**src/rtl/mips_multicycle_control_pkg.sv**
```systemverilog
// Shared encodings for the MIPS multi-cycle main controller: opcodes,
// ALUOp codes (also consumed by the ALU control decoder), mux selects,
// state encodings and the control-word payload.
package mips_multicycle_control_pkg;

    localparam int unsigned OP_W     = 6;
    localparam int unsigned ALUOP_W  = 3;
    localparam int unsigned STATE_W  = 4;
    localparam int unsigned SEL_W    = 2;

    // Supported opcodes (IR[31:26])
    localparam logic [OP_W-1:0] OP_RTYPE = 6'b000000;
    localparam logic [OP_W-1:0] OP_LW    = 6'b100011;
    localparam logic [OP_W-1:0] OP_SW    = 6'b101011;
    localparam logic [OP_W-1:0] OP_BEQ   = 6'b000100;
    localparam logic [OP_W-1:0] OP_BNE   = 6'b000101;
    localparam logic [OP_W-1:0] OP_J     = 6'b000010;
    localparam logic [OP_W-1:0] OP_ADDI  = 6'b001000;
    localparam logic [OP_W-1:0] OP_SLTI  = 6'b001010;

    // ALUOp codes handed to the ALU control decoder
    localparam logic [ALUOP_W-1:0] ALUOP_ADD   = 3'b000;
    localparam logic [ALUOP_W-1:0] ALUOP_BEQ   = 3'b001;
    localparam logic [ALUOP_W-1:0] ALUOP_RTYPE = 3'b010;
    localparam logic [ALUOP_W-1:0] ALUOP_ADDI  = 3'b011;
    localparam logic [ALUOP_W-1:0] ALUOP_SLTI  = 3'b100;
    localparam logic [ALUOP_W-1:0] ALUOP_BNE   = 3'b101;

    // ALU operand B select
    localparam logic [SEL_W-1:0] SRCB_REG     = 2'b00;
    localparam logic [SEL_W-1:0] SRCB_FOUR    = 2'b01;
    localparam logic [SEL_W-1:0] SRCB_IMM     = 2'b10;
    localparam logic [SEL_W-1:0] SRCB_IMM_SH2 = 2'b11;

    // PC source select
    localparam logic [SEL_W-1:0] PCSRC_ALU    = 2'b00;
    localparam logic [SEL_W-1:0] PCSRC_ALUOUT = 2'b01;
    localparam logic [SEL_W-1:0] PCSRC_JUMP   = 2'b10;

    // Controller states; encodings 12..15 are unused
    typedef enum logic [STATE_W-1:0] {
        S_FETCH    = 4'd0,
        S_DECODE   = 4'd1,
        S_MEM_ADDR = 4'd2,
        S_MEM_RD   = 4'd3,
        S_MEM_WB   = 4'd4,
        S_MEM_WR   = 4'd5,
        S_R_EXEC   = 4'd6,
        S_R_WB     = 4'd7,
        S_BRANCH   = 4'd8,
        S_JUMP     = 4'd9,
        S_I_EXEC   = 4'd10,
        S_I_WB     = 4'd11
    } state_e;

    // Full datapath control word
    typedef struct packed {
        logic                 pc_write;
        logic                 iord;
        logic                 mem_read;
        logic                 mem_write;
        logic                 ir_write;
        logic                 mem_to_reg;
        logic                 reg_dst;
        logic                 reg_write;
        logic                 alu_src_a;
        logic [SEL_W-1:0]     alu_src_b;
        logic [SEL_W-1:0]     pc_source;
        logic [ALUOP_W-1:0]   alu_op;
        logic                 instr_done;
        logic                 illegal_op;
    } ctrl_t;

    // Successor of DECODE for a given opcode; unsupported opcodes return to FETCH
    function automatic state_e decode_next(input logic [OP_W-1:0] op);
        state_e nxt;
        case (op)
            OP_LW, OP_SW:     nxt = S_MEM_ADDR;
            OP_RTYPE:         nxt = S_R_EXEC;
            OP_BEQ, OP_BNE:   nxt = S_BRANCH;
            OP_J:             nxt = S_JUMP;
            OP_ADDI, OP_SLTI: nxt = S_I_EXEC;
            default:          nxt = S_FETCH;
        endcase
        return nxt;
    endfunction

    // True for every opcode this controller sequences
    function automatic logic is_legal(input logic [OP_W-1:0] op);
        logic legal;
        case (op)
            OP_LW, OP_SW, OP_RTYPE, OP_BEQ, OP_BNE,
            OP_J, OP_ADDI, OP_SLTI: legal = 1'b1;
            default:                legal = 1'b0;
        endcase
        return legal;
    endfunction

endpackage

```
**src/rtl/mips_multicycle_control.sv**
```systemverilog
// Multi-cycle MIPS main controller: sequences fetch/decode/execute/memory/
// write-back and drives every datapath mux and enable. Controls are decoded
// combinationally from the current state (plus MemReady/Zero) so memory
// handshakes and reset take effect in the same cycle.
module mips_multicycle_control
    import mips_multicycle_control_pkg::*;
(
    input  logic                clk,
    input  logic                reset,
    input  logic [OP_W-1:0]     OpCode,
    input  logic                Zero,
    input  logic                MemReady,
    output logic                PCWrite,
    output logic                IorD,
    output logic                MemRead,
    output logic                MemWrite,
    output logic                IRWrite,
    output logic                MemtoReg,
    output logic                RegDst,
    output logic                RegWrite,
    output logic                ALUSrcA,
    output logic [SEL_W-1:0]    ALUSrcB,
    output logic [SEL_W-1:0]    PCSource,
    output logic [ALUOP_W-1:0]  ALUOp,
    output logic                InstrDone,
    output logic                IllegalOp,
    output logic [STATE_W-1:0]  State
);

    state_e          r_state;
    logic [OP_W-1:0] r_op_q;
    state_e          w_next_state;
    ctrl_t           w_ctrl;
    ctrl_t           w_ctrl_out;

    // State register and opcode latch; opcode captured only while in DECODE
    always_ff @(posedge clk) begin
        if (reset) begin
            r_state <= S_FETCH;
            r_op_q  <= '0;
        end else begin
            r_state <= w_next_state;
            if (r_state == S_DECODE) begin
                r_op_q <= OpCode;
            end
        end
    end

    // Next-state and control-word decode
    always_comb begin
        w_next_state = S_FETCH;
        w_ctrl       = '0;
        case (r_state)
            S_FETCH: begin
                w_ctrl.mem_read  = 1'b1;
                w_ctrl.alu_src_b = SRCB_FOUR;
                w_ctrl.alu_op    = ALUOP_ADD;
                w_ctrl.pc_source = PCSRC_ALU;
                w_ctrl.ir_write  = MemReady;
                w_ctrl.pc_write  = MemReady;
                w_next_state     = MemReady ? S_DECODE : S_FETCH;
            end
            S_DECODE: begin
                // Precompute branch target into ALUOut
                w_ctrl.alu_src_b  = SRCB_IMM_SH2;
                w_ctrl.alu_op     = ALUOP_ADD;
                w_ctrl.illegal_op = ~is_legal(OpCode);
                w_next_state      = decode_next(OpCode);
            end
            S_MEM_ADDR: begin
                w_ctrl.alu_src_a = 1'b1;
                w_ctrl.alu_src_b = SRCB_IMM;
                w_ctrl.alu_op    = ALUOP_ADD;
                w_next_state     = (r_op_q == OP_LW) ? S_MEM_RD : S_MEM_WR;
            end
            S_MEM_RD: begin
                w_ctrl.mem_read = 1'b1;
                w_ctrl.iord     = 1'b1;
                w_next_state    = MemReady ? S_MEM_WB : S_MEM_RD;
            end
            S_MEM_WB: begin
                w_ctrl.reg_write  = 1'b1;
                w_ctrl.mem_to_reg = 1'b1;
                w_ctrl.instr_done = 1'b1;
                w_next_state      = S_FETCH;
            end
            S_MEM_WR: begin
                w_ctrl.mem_write  = 1'b1;
                w_ctrl.iord       = 1'b1;
                w_ctrl.instr_done = MemReady;
                w_next_state      = MemReady ? S_FETCH : S_MEM_WR;
            end
            S_R_EXEC: begin
                w_ctrl.alu_src_a = 1'b1;
                w_ctrl.alu_src_b = SRCB_REG;
                w_ctrl.alu_op    = ALUOP_RTYPE;
                w_next_state     = S_R_WB;
            end
            S_R_WB: begin
                w_ctrl.reg_write  = 1'b1;
                w_ctrl.reg_dst    = 1'b1;
                w_ctrl.instr_done = 1'b1;
                w_next_state      = S_FETCH;
            end
            S_BRANCH: begin
                w_ctrl.alu_src_a  = 1'b1;
                w_ctrl.alu_src_b  = SRCB_REG;
                w_ctrl.pc_source  = PCSRC_ALUOUT;
                w_ctrl.instr_done = 1'b1;
                if (r_op_q == OP_BEQ) begin
                    w_ctrl.alu_op   = ALUOP_BEQ;
                    w_ctrl.pc_write = Zero;
                end else begin
                    w_ctrl.alu_op   = ALUOP_BNE;
                    w_ctrl.pc_write = ~Zero;
                end
                w_next_state = S_FETCH;
            end
            S_JUMP: begin
                w_ctrl.pc_source  = PCSRC_JUMP;
                w_ctrl.pc_write   = 1'b1;
                w_ctrl.instr_done = 1'b1;
                w_next_state      = S_FETCH;
            end
            S_I_EXEC: begin
                w_ctrl.alu_src_a = 1'b1;
                w_ctrl.alu_src_b = SRCB_IMM;
                w_ctrl.alu_op    = (r_op_q == OP_ADDI) ? ALUOP_ADDI : ALUOP_SLTI;
                w_next_state     = S_I_WB;
            end
            S_I_WB: begin
                w_ctrl.reg_write  = 1'b1;
                w_ctrl.instr_done = 1'b1;
                w_next_state      = S_FETCH;
            end
            default: begin
                // Unused encodings: idle for one cycle, then recover to FETCH
                w_ctrl       = '0;
                w_next_state = S_FETCH;
            end
        endcase
    end

    // Reset silences every control in the same cycle it is asserted
    always_comb begin
        w_ctrl_out = reset ? '0 : w_ctrl;
    end

    assign PCWrite   = w_ctrl_out.pc_write;
    assign IorD      = w_ctrl_out.iord;
    assign MemRead   = w_ctrl_out.mem_read;
    assign MemWrite  = w_ctrl_out.mem_write;
    assign IRWrite   = w_ctrl_out.ir_write;
    assign MemtoReg  = w_ctrl_out.mem_to_reg;
    assign RegDst    = w_ctrl_out.reg_dst;
    assign RegWrite  = w_ctrl_out.reg_write;
    assign ALUSrcA   = w_ctrl_out.alu_src_a;
    assign ALUSrcB   = w_ctrl_out.alu_src_b;
    assign PCSource  = w_ctrl_out.pc_source;
    assign ALUOp     = w_ctrl_out.alu_op;
    assign InstrDone = w_ctrl_out.instr_done;
    assign IllegalOp = w_ctrl_out.illegal_op;
    assign State     = reset ? STATE_W'(0) : STATE_W'(r_state);

endmodule

```
**config.mk**
```make
export PLATFORM = sky130hd
export DESIGN_NAME = mips_multicycle_control
export DESIGN_NICKNAME = d
export VERILOG_FILES = /design/src/rtl/mips_multicycle_control_pkg.sv /design/src/rtl/mips_multicycle_control.sv
export SDC_FILE = /design/constraint.sdc
export NUM_CORES = 1
export LEC_CHECK = 0
export BUFFER_PORTS_ARGS = -buffer_cell sky130_fd_sc_hd__buf_2
export CAP_MARGIN = 25
export CORE_MARGIN = 2
export CORE_UTILIZATION = 52
export DETAILED_ROUTE_END_ITERATION = 10
export PLACE_DENSITY = 0.88
export SYNTH_ARGS = -nofsm -noshare
export SYNTH_HDL_FRONTEND = slang
export SYNTH_SLANG_ARGS = --single-unit
```
**constraint.sdc**
```tcl
create_clock -name clk -period 3.9 [get_ports clk]
set_input_delay 0.585 -clock clk [delete_from_list [all_inputs] [get_ports clk]]
set_output_delay 0.585 -clock clk [all_outputs]
set_load 0.005 [all_outputs]
```
After elaboration in Yosys (flattened, before gate mapping)
Index checks and enable logic that the tools add are counted.
{"block": "classes", "n_mux": 27, "div": 0, "n_addsub": 0, "eq_ne": 21, "multipliers": 0, "n_reduce_logical": 12, "n_shift": 0, "bitwise": 2, "order_cmp": 0}
{"op": "4-bit case mux with 7 select lines", "n": 1}
{"op": "4-bit case mux with 5 select lines", "n": 1}
{"op": "6-bit by 3-bit == test with 1-bit output, second input constant", "n": 3}
{"op": "6-bit by 4-bit == test with 1-bit output, second input constant", "n": 3}
{"op": "6-bit == test, second input constant", "n": 3}
{"op": "18-bit two-way mux", "n": 1}
{"op": "4-bit by 3-bit == test with 1-bit output, second input constant", "n": 4}
{"op": "4-bit == test, second input constant", "n": 4}
{"op": "3-bit two-way mux", "n": 5}
{"op": "1-bit two-way mux", "n": 13}
{"op": "2-bit OR reduction", "n": 6}
{"op": "3-bit case mux with 3 select lines", "n": 1}
{"op": "4-bit by 2-bit == test with 1-bit output, second input constant", "n": 2}
{"op": "8-bit OR reduction", "n": 1}
{"op": "6-bit by 2-bit == test with 1-bit output, second input constant", "n": 1}
{"op": "6-bit zero test", "n": 1}
{"op": "2-bit case mux with 3 select lines", "n": 1}
{"op": "5-bit OR reduction", "n": 1}
{"op": "4-bit by 1-bit == test with 1-bit output, second input constant", "n": 1}
{"op": "4-bit zero test", "n": 1}
{"op": "4-bit two-way mux", "n": 1}
{"op": "2-bit case mux with 2 select lines", "n": 1}
{"op": "4-bit OR reduction", "n": 1}
{"op": "1-bit case mux with 3 select lines", "n": 1}
{"op": "3 further kinds", "n": 4}
{"block": "totals", "n_memories": 0, "out_inout_bits": 22, "inputBits": 10, "ff_bits": 10, "latch_bits": 0, "mem_bits_rw": 0, "romBits": 0}

Depth between registers and ports, before layout
{"block": "logic_depth", "depth_word": 7, "ltp_mapped": 5}

Least setup slack after synthesis
No wires, ideal clock.
{"block": "synth_timing", "kind": "reg2out", "from": "register r_op_q[5]", "to": "output PCWrite", "setup_slack_ns": 1.818, "stages_incl_launch_ff": 5, "path_buffers": 0, "arrival_time_ns": 1.497, "path_cell_list": "dfxtp_1 -> or4_1 -> or3_1 -> a311oi_1 -> nor3_1"}
{"block": "synth_via", "elab_chain_cells": 4}
{"item": "from (decl)", "line_no": "mips_multicycle_control.sv:31", "text": "logic [OP_W-1:0] r_op_q;"}
{"item": "from (signal assigned)", "line_no": "mips_multicycle_control.sv:44", "text": "r_op_q <= OpCode;"}
{"item": "6-bit by 3-bit == test with 1-bit output", "line_no": "mips_multicycle_control.sv:110", "text": "if (r_op_q == OP_BEQ) begin"}
{"item": "1-bit two-way mux", "line_no": "mips_multicycle_control.sv:110"}
{"item": "1-bit case mux with 3 select lines", "line_no": "mips_multicycle_control.sv:53", "text": "case (r_state)"}
{"item": "18-bit two-way mux", "line_no": "mips_multicycle_control.sv:146", "text": "w_ctrl_out = reset ? '0 : w_ctrl;"}
{"item": "to (decl)", "line_no": "mips_multicycle_control.sv:13", "text": "output logic PCWrite,"}
No other way between the ends.

Worst setup path in the final report
Same ends and word-level chain as after synthesis.

==> impl_metrics.yaml <==
logic_synthesis:
  syn_inst: 139
  syn-num-nets: 149
  async_flop_share: 0
  yosysTopAreaCell: "dfxtp_1"
  yosysUniqueCellTypes: 36
  yosysSeqAreaShare: 0.223
  synth_seq_cells: 10
  avgSynthCellArea_sq_um: 6.47
  synthTopCellsByArea: "dfxtp_1 (22%), nand2_1 (10%), a21oi_1 (6.7%), nor3_1 (5.6%), nand2b_1 (4.2%)"
  syn-cell-area_sq_um: 900
  synth_edf_count: 0
  synthFlopType: "dfxtp_1"
  ys_warn_count: 0
  yosysMostFrequentCell: "nand2_1"
  synth_top_area_share: 0.223
  synth_common_cells: "nand2_1 (25), a21oi_1 (12), dfxtp_1 (10), nor2_1 (10), nor3_1 (10)"
final_layout:
  regArea_sq_um: 200
  drive_gt1_frac: 0.232
  multi_input_area_sq_um: 648
  area_growth_pct: 19.2
  design_area_sq_mm: 0.00107
  postLayoutCoreUtil: 0.642
  finalNetCount: 175
  fill_cells: 160
  antenna_cells: 0
power:
  sw_frac_of_total: 0.276
  p_leak_uw: 0.000457
  peakVddDrop_mv: 0.164
  p_clk_frac: 0.357
  internal_power_uw: 184
  power_per_cell_area_mw_per_mm2: 237
  p_switching_uw: 69.9
  seqPwrFrac: 0.448
  comb_power_share: 0.195
clock_network:
  insertion_delay_ns: 0.26
  cts_sinks: 10
  ctsResizeCount: 0
  hold_buffers: 0
  cts_max_path_buffers: 2
  htree_levels: 1
  cts_made_buffers: 3
  cts.clk_slew.worst_paths_ns: 0.07
  cts_tree: "yes"
  post-cts-setup-buffers: 0
  clockRootBuffer: "clkbuf_4"
global_route:
  grt_pass1_wl_mm: 3.53
  grt_usage: 0.225
  antenna_found_initial: 0
  grt_max_degree: 26
  grt_pass1_vias: 842
  grt_overflow: 0
critical_path:
  reg2reg_depth: 4
  path_cells: "or4_1, or3_1, a311oi_1, nor3_1, buf_2"
  worstPathArrival_ns: 1.99
  path_buf_inv: 1
  worstPathRequired_ns: 3.31
  crit_family: "simple AND/OR/NAND/NOR gates"
  slowest_stage: "or4_1"
  crit_path_end_kind: "output port"
  crit_fanout: 4
  start_kind: "flip-flop"
  slowest_delay_ns: 0.53
  critPathKind: "flip-flop to output port"
  path_depth: 5
route:
  postRouteAntennaNets: 0
  via_per_inst: 6.01
  drt_iter0_markers: 38
  drc: 0
  wl_per_cell_microns: 12.2
  dr.pass1.iters: 4
  dr_total_vias: 1088
  wl_mm: 2.22
sta:
  setup_violations: 0
  hold_viol_final: 0
  setup_tns_ns: 0
  period_minus_slack_ns: 2.57
  worst_slew_pin_slew_ns: 0.770
  slew_violations: 0
  whs_ns: 0.494
  fin_worst_skew_ns: 0.00668
  slew_headroom: 0.486
  post-route-period-util: 0.659
  rsz0062_at_grt: "false"
  max_freq_mhz: 389
floorplan:
  die_y_microns: 45.6
  die-width_microns: 45.6
  io_pins: 32
  rows: 15
  die_area_sq_mm: 0.00208
  coreArea_sq_mm: 0.00167
  start_util: 0.539
placement:
  place_area_sq_mm: 0.00104
  dp.final_hpwl_mm: 1.66
  gp_congestion: 0.817
  port_buffers: 31
hold_path:
  min_path_type: "flip-flop to flip-flop"
  worstHoldPathCells: 2
run:
  drv_cap: 0
status:
  status: "completed"
## layer usage
| metal | track usage | up-vias | wire, microns |
|---|---|---|---|
| met1 | 0.296 | 493 | 997 |
| met2 | 0.380 | 38 | 1090 |
| met3 | 0.0238 | 2 | 118 |
| met4 | 0.0706 | 0 | 14 |
| met5 | 0 | - | 0 |
| li1 | - | 555 | - |
## cell type report
class,instances,share of cell area
Multi-Input combinational cell,116,0.604
Tap cell,17,0.0198
Timing Repair Buffer,31,0.145
Clock buffer,4,0.0338
Inverter,3,0.0105
Sequential cell,10,0.187
## layout by cell type, fill, tap and decap left out, types with 2 or more instances in the layout
cell type  Yosys  routed
nand2b_1       6       6
nor2b_1        4       4
dfxtp_1       10      10
a21oi_1       12      12
nor2_1        10      10
o21a_1         2       2
clkbuf_4       0       3
or4_1          2       2
o31ai_1        2       2
inv_1          3       3
nor3_1        10      10
a2111oi_0      2       2
nand3b_1       2       2
nor4_1         5       5
o21ai_0        5       5
a31oi_1        3       3
or3_1          3       3
nand2_1       25      25
buf_2          2      31
a211oi_1       3       3
nand3_1        3       3
and3_1         2       2
o22ai_1        2       2
## sequential cells by signal (all words and copies together) (netlist names)
register,count
r_op_q,6
r_state,4
## logic make-up after synthesis
group	Yosys count	synth area share
mux	1	0.0111
flops	10	0.223
simple gates	78	0.446
compound gates	36	0.253
buf+inv	13	0.0570
xor+xnor	1	0.00974
## worst reg2reg max path: cells and delay by family (launching register included)
family             cells  cell delay, ns
and+or+nand+nor        2            0.59
AOI/OAI and AO/OA      2            0.50
DFF                    1            0.82
## power by group through the flow
stage	combinational, uW	clock (uW)	sequential (uW)
2_1_floorplan	35.1	0	111
3_3_place_gp	47.5	0	115
3_5_place_dp	49.1	0	116
4_1_cts	49.4	91.5	113
5_1_grt	56.1	98.8	115
6_report	49.5	90.4	114
## worst paths after layout
kind | start | end | slack (ns)
max reg2reg | r_state[1]$_SDFF_PP0_ | r_state[1]$_SDFF_PP0_ | 1.92
min | r_op_q[0]$_SDFFE_PP0P_ | r_op_q[0]$_SDFFE_PP0P_ | 0.49
max | r_op_q[5]$_SDFFE_PP0P_ | PCWrite | 1.33
min reg2reg | r_op_q[0]$_SDFFE_PP0P_ | r_op_q[0]$_SDFFE_PP0P_ | 0.49
## through the flow
stage | power, uW | instances | worst slack [ns]
floorplan | 146 | 139 | 1.82
global placement | 163 | 177 | 1.66
detailed placement | 165 | 177 | 1.62
CTS | 254 | 181 | 1.32
global route | 270 | 181 | 1.18
finish | 254 | 181 | 1.33
No activity file was read; power rests on OpenSTA's default activity.
